**src/rtl/cmd_line_assembler_pkg.sv**
```systemverilog
// Shared definitions for the command-line assembler and the shop that consumes its words:
// word geometry, ASCII control codes, FSM state encodings and the byte-class bundle.
package cmd_line_assembler_pkg;

    localparam int I_A_NUM_ASCII_CHARS = 7;
    localparam int I_A_NUM_BITS        = I_A_NUM_ASCII_CHARS * 8;

    localparam logic [7:0] ASCII_BS    = 8'h08;
    localparam logic [7:0] ASCII_LF    = 8'h0A;
    localparam logic [7:0] ASCII_CR    = 8'h0D;
    localparam logic [7:0] ASCII_SPACE = 8'h20;
    localparam logic [7:0] ASCII_TILDE = 8'h7E;
    localparam logic [7:0] ASCII_DEL   = 8'h7F;

    typedef enum logic [1:0] {
        ST_COLLECT = 2'd0,
        ST_EMIT    = 2'd1,
        ST_HOLDOFF = 2'd2,
        ST_DISCARD = 2'd3
    } state_e;

    typedef struct packed {
        logic printable;
        logic terminator;
        logic backspace;
    } byte_class_t;

endpackage

```
**src/rtl/cmd_line_assembler_ascii_classify.sv**
```systemverilog
// Purely combinational byte classifier: each received byte is printable, a line
// terminator, a backspace, or none of these (and then ignored by the assembler).
module ascii_classify
    import cmd_line_assembler_pkg::*;
(
    input  logic [7:0] byte_i,
    output logic       printable_o,
    output logic       terminator_o,
    output logic       backspace_o
);

    assign printable_o  = (byte_i >= ASCII_SPACE) && (byte_i <= ASCII_TILDE);
    assign terminator_o = (byte_i == ASCII_CR) || (byte_i == ASCII_LF);
    assign backspace_o  = (byte_i == ASCII_BS) || (byte_i == ASCII_DEL);

endmodule

```
**src/rtl/cmd_line_assembler.sv**
```systemverilog
// Collects terminal keystrokes into a right-justified ASCII command word and strobes
// it to the shop, with line editing, overflow discard and a post-word holdoff.
module cmd_line_assembler #(
    parameter int I_A_NUM_ASCII_CHARS = cmd_line_assembler_pkg::I_A_NUM_ASCII_CHARS,
    parameter int I_A_NUM_BITS        = I_A_NUM_ASCII_CHARS * 8,
    parameter int HOLDOFF_CYCLES      = 2
) (
    input  logic                    i_clk,
    input  logic                    i_reset,
    input  logic                    i_rx_valid,
    input  logic [7:0]              i_rx_data,
    output logic                    o_rx_ready,
    output logic [I_A_NUM_BITS-1:0] o_a,
    output logic                    o_rdy,
    output logic                    o_err_overflow,
    output logic [2:0]              o_len
);

    import cmd_line_assembler_pkg::*;

    localparam logic [2:0] MAX_LEN   = 3'(I_A_NUM_ASCII_CHARS);
    localparam int         CNT_W     = (HOLDOFF_CYCLES > 1) ? $clog2(HOLDOFF_CYCLES) : 1;
    localparam int         HOLD_LOAD = (HOLDOFF_CYCLES > 0) ? HOLDOFF_CYCLES - 1 : 0;

    state_e                  state_q, state_d;
    logic [I_A_NUM_BITS-1:0] line_q,  line_d;
    logic [I_A_NUM_BITS-1:0] a_q,     a_d;
    logic [2:0]              len_q,   len_d;
    logic [CNT_W-1:0]        hold_q,  hold_d;
    logic                    err_q,   err_d;

    byte_class_t cls;
    logic        rx_accept;

    ascii_classify u_classify (
        .byte_i       (i_rx_data),
        .printable_o  (cls.printable),
        .terminator_o (cls.terminator),
        .backspace_o  (cls.backspace)
    );

    // Gating with i_reset keeps the handshake closed for the whole reset cycle.
    assign o_rx_ready     = !i_reset && ((state_q == ST_COLLECT) || (state_q == ST_DISCARD));
    assign rx_accept      = i_rx_valid && o_rx_ready;
    assign o_rdy          = (state_q == ST_EMIT);
    assign o_err_overflow = err_q;
    assign o_a            = a_q;
    assign o_len          = len_q;

    always_comb begin
        // NOTE: every next-state signal gets a default before the case so no path leaves it unassigned (no latches).
        state_d = state_q;
        line_d  = line_q;
        a_d     = a_q;
        len_d   = len_q;
        hold_d  = hold_q;
        err_d   = 1'b0;

        unique case (state_q)
            ST_COLLECT: begin
                if (rx_accept) begin
                    if (cls.printable) begin
                        if (len_q < MAX_LEN) begin
                            line_d = {line_q[I_A_NUM_BITS-9:0], i_rx_data};
                            len_d  = len_q + 3'd1;
                        end else begin
                            line_d  = '0;
                            len_d   = '0;
                            err_d   = 1'b1;
                            state_d = ST_DISCARD;
                        end
                    end else if (cls.backspace) begin
                        if (len_q != '0) begin
                            line_d = line_q >> 8;
                            len_d  = len_q - 3'd1;
                        end
                    end else if (cls.terminator && (len_q != '0)) begin
                        // Empty-line terminators are dropped, so CR LF yields a single word.
                        a_d     = line_q;
                        line_d  = '0;
                        len_d   = '0;
                        state_d = ST_EMIT;
                    end
                end
            end

            ST_EMIT: begin
                if (HOLDOFF_CYCLES == 0) begin
                    state_d = ST_COLLECT;
                end else begin
                    hold_d  = CNT_W'(HOLD_LOAD);
                    state_d = ST_HOLDOFF;
                end
            end

            ST_HOLDOFF: begin
                if (hold_q == '0) begin
                    state_d = ST_COLLECT;
                end else begin
                    hold_d = hold_q - 1'b1;
                end
            end

            ST_DISCARD: begin
                if (rx_accept && cls.terminator) begin
                    state_d = ST_COLLECT;
                end
            end

            default: state_d = ST_COLLECT;
        endcase
    end

    always_ff @(posedge i_clk) begin
        // NOTE: state registers use non-blocking assignments so all of them update together at the edge.
        if (i_reset) begin
            state_q <= ST_COLLECT;
            line_q  <= '0;
            a_q     <= '0;
            len_q   <= '0;
            hold_q  <= '0;
            err_q   <= 1'b0;
        end else begin
            state_q <= state_d;
            line_q  <= line_d;
            a_q     <= a_d;
            len_q   <= len_d;
            hold_q  <= hold_d;
            err_q   <= err_d;
        end
    end

endmodule

```
**config.mk**
```make
export PLATFORM = sky130hd
export DESIGN_NAME = cmd_line_assembler
export DESIGN_NICKNAME = d
export VERILOG_FILES = /design/src/rtl/cmd_line_assembler_pkg.sv /design/src/rtl/cmd_line_assembler_ascii_classify.sv /design/src/rtl/cmd_line_assembler.sv
export SDC_FILE = /design/constraint.sdc
export NUM_CORES = 1
export LEC_CHECK = 0
export CAP_MARGIN = 20
export CELL_PAD_IN_SITES_DETAIL_PLACEMENT = 0
export CELL_PAD_IN_SITES_GLOBAL_PLACEMENT = 1
export CORE_ASPECT_RATIO = 0.6
export CORE_UTILIZATION = 43
export CTS_CLUSTER_SIZE = 8
export DETAILED_ROUTE_END_ITERATION = 16
export HOLD_SLACK_MARGIN = 0.05
export PLACE_DENSITY = 0.95
export SETUP_SLACK_MARGIN = 0.05
export SYNTH_ARGS = -nofsm -noshare
export SYNTH_HDL_FRONTEND = slang
export SYNTH_SLANG_ARGS = --single-unit
```
**constraint.sdc**
```tcl
create_clock -name i_clk -period 4.2 [get_ports i_clk]
set_input_delay 1.26 -clock i_clk [delete_from_list [all_inputs] [get_ports i_clk]]
set_output_delay 1.26 -clock i_clk [all_outputs]
set_load 0.02 [all_outputs]
```
# Word-level counts from Yosys, hierarchy flattened
# Cells that the tools add are included.
word_totals:
  register_bits: 119
  latchBits: 0
  mem_bits_rw: 0
  romBits: 0
  input_bits: 11
  out_inout_bits: 62
  wordCells: 68
  mem_count: 0
classes:
  addsub: 3
  n_mul: 0
  div: 0
  order_cmp: 3
  eq_ne: 14
  n_shift: 0
  n_mux: 21
  bitwise: 4
  n_reduce_logical: 17
ops:
  columns: ["operator", "n"]
  rows:
  - ["two-way mux 56 bit", 5]
  - ["equality test 8 x 4 -> 1 bit (second input constant)", 3]
  - ["two-way mux 3 bit", 5]
  - ["two-way mux 2 bit", 7]
  - ["equality test 8 x 7 -> 1 bit (second input constant)", 1]
  - [">= comparator 8 x 6 -> 1 bit (second input constant)", 1]
  - ["<= comparator 8 x 7 -> 1 bit (second input constant)", 1]
  - ["one-hot mux 2 bit (4 select lines)", 1]
  - ["!= test 3 x 2 -> 1 bit (second input constant)", 2]
  - ["AND reduction 6 bit", 1]
  - ["nonzero test 3 bit", 2]
  - ["logical AND 1 bit", 5]
  - ["AND reduction 5 bit", 1]
  - ["equality test 2 bit (second input constant)", 2]
  - ["!= test 2 bit (second input constant)", 2]
  - ["inverter 1 bit", 4]
  - ["AND reduction 4 bit", 1]
  - ["OR reduction 4 bit", 1]
  - ["adder 3 x 1 -> 3 bit (second input constant)", 1]
  - ["logical OR 1 bit", 3]
  - ["less-than comparator 3 bit (second input constant)", 1]
  - ["!= test 3 x 1 -> 1 bit (second input constant)", 1]
  - ["!= test 3 bit (second input constant)", 1]
  - ["subtractor 3 x 1 -> 3 bit (second input constant)", 1]
  - ["8 further kinds", 9]

# Depth between registers and ports, before layout
logic_depth:
  depth_word: 8
  mapped_depth: 9
  depth_no_buf: 8

# Modules after synthesis
# From an unflattened synthesis, not the netlist that was laid out.
unflattened:
  hier_cells: 584
  area_unflattened_um2: 4944.7
by_module_without_submodules:
  columns: ["mod", "n_inst", "cells_per_inst", "area_each_um2", "seq_area_each_um2"]
  rows:
  - ["cmd_line_assembler", 1, 571, 4862.2, 2382.3]
  - ["ascii_classify", 1, 13, 82.6, 0.0]

# Worst setup path before layout
# OpenSTA, ideal clock, no wires.
synth_timing:
  path_type: "input-to-reg"
  start: "input port i_rx_data[6]"
  end: "register state_q[0]"
  setup_time_ns: 0.072
  arrival_ns: 3.019
  required_ns: 4.128
  setup_slack_ns: 1.110
  path_stages: 6
  path_buffers: 0
  path_cell_list: "or4b_4 > a211oi_4 > a21boi_2 > or3_4 > a221oi_4 > mux2i_1"
synth_via:
  elab_chain_len: 5
  word_cells_on_any_way: 19
  classes_between: "2 x order compare; 8 x eq/ne; 3 x mux; 6 x reduce/logical"
synth_lines:
  columns: ["item", "line_no", "source"]
  rows:
  - ["start, declared", "cmd_line_assembler.sv:11", "input logic [7:0] i_rx_data,"]
  - [">= comparator 8 x 6 -> 1 bit (tied with other cells)", "cmd_line_assembler_ascii_classify.sv:12", "assign printable_o = (byte_i >= ASCII_SPACE) && (byte_i <= ASCII_TILDE);"]
  - ["logical AND 1 bit / logical OR 1 bit (equally long branches)", "cmd_line_assembler_ascii_classify.sv:12, cmd_line_assembler_ascii_classify.sv:13", null]
  - ["two-way mux 2 bit (tied with other cells)", "cmd_line_assembler.sv:62", "if (cls.printable) begin"]
  - ["two-way mux 2 bit (tied with other cells)", "cmd_line_assembler.sv:61", "if (rx_accept) begin"]
  - ["one-hot mux 2 bit (4 select lines) / AND reduction 6 bit (equally long branches)", null, null]
  - ["end signal, assigned", "cmd_line_assembler.sv:124", "state_q <= state_d;"]
  - ["end, declared", "cmd_line_assembler.sv:25", "state_e state_q, state_d;"]
# Parallel ways exist; a longest one is shown, timed or not. The select of a mux whose other input is x is not followed.
# A chain may end at the register's enable or synchronous reset.

# Worst setup path after layout
layout_timing:
  start: "input port i_rx_data[1]"
  end: "register line_q[30]"
layout_via:
  elab_chain_len: 5
  word_cells_on_any_way: 15
  classes_between: "2 x order compare; 5 x eq/ne; 2 x mux; 6 x reduce/logical"
layout_lines:
  columns: ["item", "line_no", "source"]
  rows:
  - ["branches (longest 5 deep; another with >= comparator 8 x 6 -> 1 bit)", null, null]
  - ["end signal, assigned", "cmd_line_assembler.sv:125", "line_q <= line_d;"]
  - ["end, declared", "cmd_line_assembler.sv:26", "logic [I_A_NUM_BITS-1:0] line_q, line_d;"]
# Parallel ways; which one is timed is not known.

==> out/metrics.cfg <==
[routing]
ant_nets = 0
via_count = 4430
vias_per_cell = 5.75
drc = 0
firstDrtPassIters = 5
routed_wl_mm = 12.3
drt_iter0_drc = 513
wl_per_cell_um = 15.9

[timing]
timing.setup.tns_ns = 0
max_freq_ghz = 0.282
rsz0062_at_grt = false
finalCritPeriodShare_pct = 84.4
fin_worst_skew_ns = 0.00735
holdWs_ns = 0.449
finalSetupViolations = 0
hold_viol = 0
worst_slew_pin_slew_ns = 1.03
fin_crit_ns = 3.54
slew_violations = 0
slew_headroom_pct = 31.0

[floorplanning]
pin_count = 73
chipHeight_um = 83.2
start_util_pct = 44.5
rows = 29
die_x_um = 137
coreArea_um2 = 10600
dieArea_um2 = 11400

[clock_network]
post_cts_buffers = 0
cts_buffers = 17
root_buffer = clkbuf_16
tritoncts = yes
cts_hold_buffers = 0
ctsResizeCount = 0
insertion_delay_ns = 0.40
numClockSinks = 119
htreeDepth = 4
clock_path_buffers = 2
path_clk_slew_ns = 0.05

[critical_path]
slowest_delay_ns = 0.54
cp_num_buf_inv = 1
cp_slowest_cell = clkdlybuf4s50_1
path_delay_family = compound AO/OA/AOI/OAI gates
worstPathMaxFanout = 57
cp-end-kind = flip-flop
arrival_ns = 3.81
cp_data_required_time_ns = 4.47
criticalPathCategory = in2reg
start_kind = input pin
crit_chain = clkdlybuf4s50_1 > or3b_2 > a211oi_4 > a21boi_2 > a21o_2 > a221oi_1 > nor3_1

[logic_synthesis]
syn_avg_cell_area_um2 = 8.28
ys_warn_count = 0
synth_area_um2 = 4730
ys_ff_latch = 119
synth_seq_area_share_pct = 50.4
ys_top_cells_by_area = dfxtp_1 50%, nand2_1 10%, a221oi_1 8.7%, a21oi_1 7.3%, nor3_1 5.3%
yosysUniqueCellTypes = 39
synth_commonest_cells = 129 x nand2_1, 119 x dfxtp_1, 69 x a21oi_1, 50 x nor2_1, 50 x nor3_1
post-synth-top-count-cell = nand2_1
synth_top_area_share_pct = 50.4
synth_edf_count = 0
synth_flop_cell = dfxtp_1
ys_async_sr_fraction_pct = 0
syn_nets = 590
yosysTopAreaCell = dfxtp_1
syn_inst = 571

[grt]
antenna_found_initial = 0
grt_pass1_vias = 3999
grt_max_degree = 118
overflow = 0
grt_pass1_wl_mm = 20.0
track_usage_pct = 22.3

[power]
power_frac_comb_pct = 7.2
power.internal_mw = 2.09
ir_drop_uv = 323
p_leak_nw = 2.03
p_per_area_nw_per_um2 = 446
p_clk_share_pct = 48.1
power.switching_uw = 627
p_sw_share_pct = 23.1
fin_total_pwr_mw = 2.72
pwr-share-seq_pct = 44.7

[final_layout]
synthToLayoutAreaGrowth_pct = 28.8
layout-drive-gt1-share_pct = 7.61
n_antenna_cell = 0
fillCellCount = 937
fin_cells = 770
final_nets = 641

[placed_design]
post-dp-hpwl_mm = 7.68
portBuffers = 72
gp_congestion = 0.872
dp.cells = 741

[worst_hold_path]
min_path_type = reg2reg

[run]
drv_cap = 0

[run_status]
status = completed

-- power groups by stage --
stage	registers [mW]	logic (mW)	clock network, mW
final	1.21	0.197	1.31
after global routing	1.22	0.218	1.37
after CTS	1.21	0.192	1.32
after detailed placement	1.24	0.192	0
after global placement	1.23	0.183	0
after floorplan	1.22	0.144	0
-- layer usage --
layer  routed length, µm  global-route usage [%]
met3                 860                    5.74
met5                   0                       0
met2                5290                    31.5
met4                  96                    6.69
met1                6000                    32.9
-- metrics by stage --
stage | instance area (µm²) | util (%) | worst slack (ns)
after detailed placement | 5540 | 52.1 | 0.242
final | 6090 | 57.3 | 0.656
after floorplan | 4730 | - | 1.11
after global routing | 6090 | 57.3 | 0.536
after global placement | 5540 | 52.1 | 0.358
after CTS | 6060 | 57.0 | 0.665
-- worst min-delay path: stages, from the launching register on --
cell and delay, ns:
dfxtp_1 0.30, nand2_1 0.05, a21oi_1 0.05
-- layout make-up --
cell class | count | area (µm²) | area share, %
Tap cell | 139 | 174 | 2.85
Sequential cell | 119 | 2380 | 39.1
Clock buffer | 24 | 482 | 7.91
Timing Repair Buffer | 81 | 843 | 13.8
Multi-Input combinational cell | 395 | 2130 | 35.0
Clock inverter | 4 | 47.5 | 0.780
Inverter | 8 | 30.0 | 0.493
-- path summary, 6_finish.rpt --
path / from / end / slack [ns] / cells past startpoint
max: i_rx_data[1] / line_q[30] / 0.66 / 7
min reg2reg: o_a[18] / o_a[18] / 0.45 / 2
min: o_a[18] / o_a[18] / 0.45 / 2
max reg2reg: state_q[0] / line_q[30] / 1.65 / 7
-- registers in the layout, summed over array words and instances, names as in the netlist --
signal          count
o_len               3
line_q             56
hold_q              1
o_err_overflow      1
o_a                56
state_q             2
-- cell families after synthesis --
logic type,count (synthesis),synth area share (%)
and+or+nand+nor,252,22.7
AOI/OAI and AO/OA,132,19.4
DFF,119,50.4
buffers and inverters,57,4.81
adders and majority gates,8,2.12
muxes,3,0.635
-- cell usage in the layout, fill, tap and decap left out, types with 4 or more instances in the layout --
cell             count
a221oi_1            47
a21oi_1             69
nand3_1             11
ha_1                 8
buf_4                6
inv_1                8
nand2_1            129
clkdlybuf4s50_1     71
nor2_1              50
clkbuf_1             4
clkbuf_16           17
dfxtp_1            119
nor3_1              49
(Power assumes the default switching activity.)
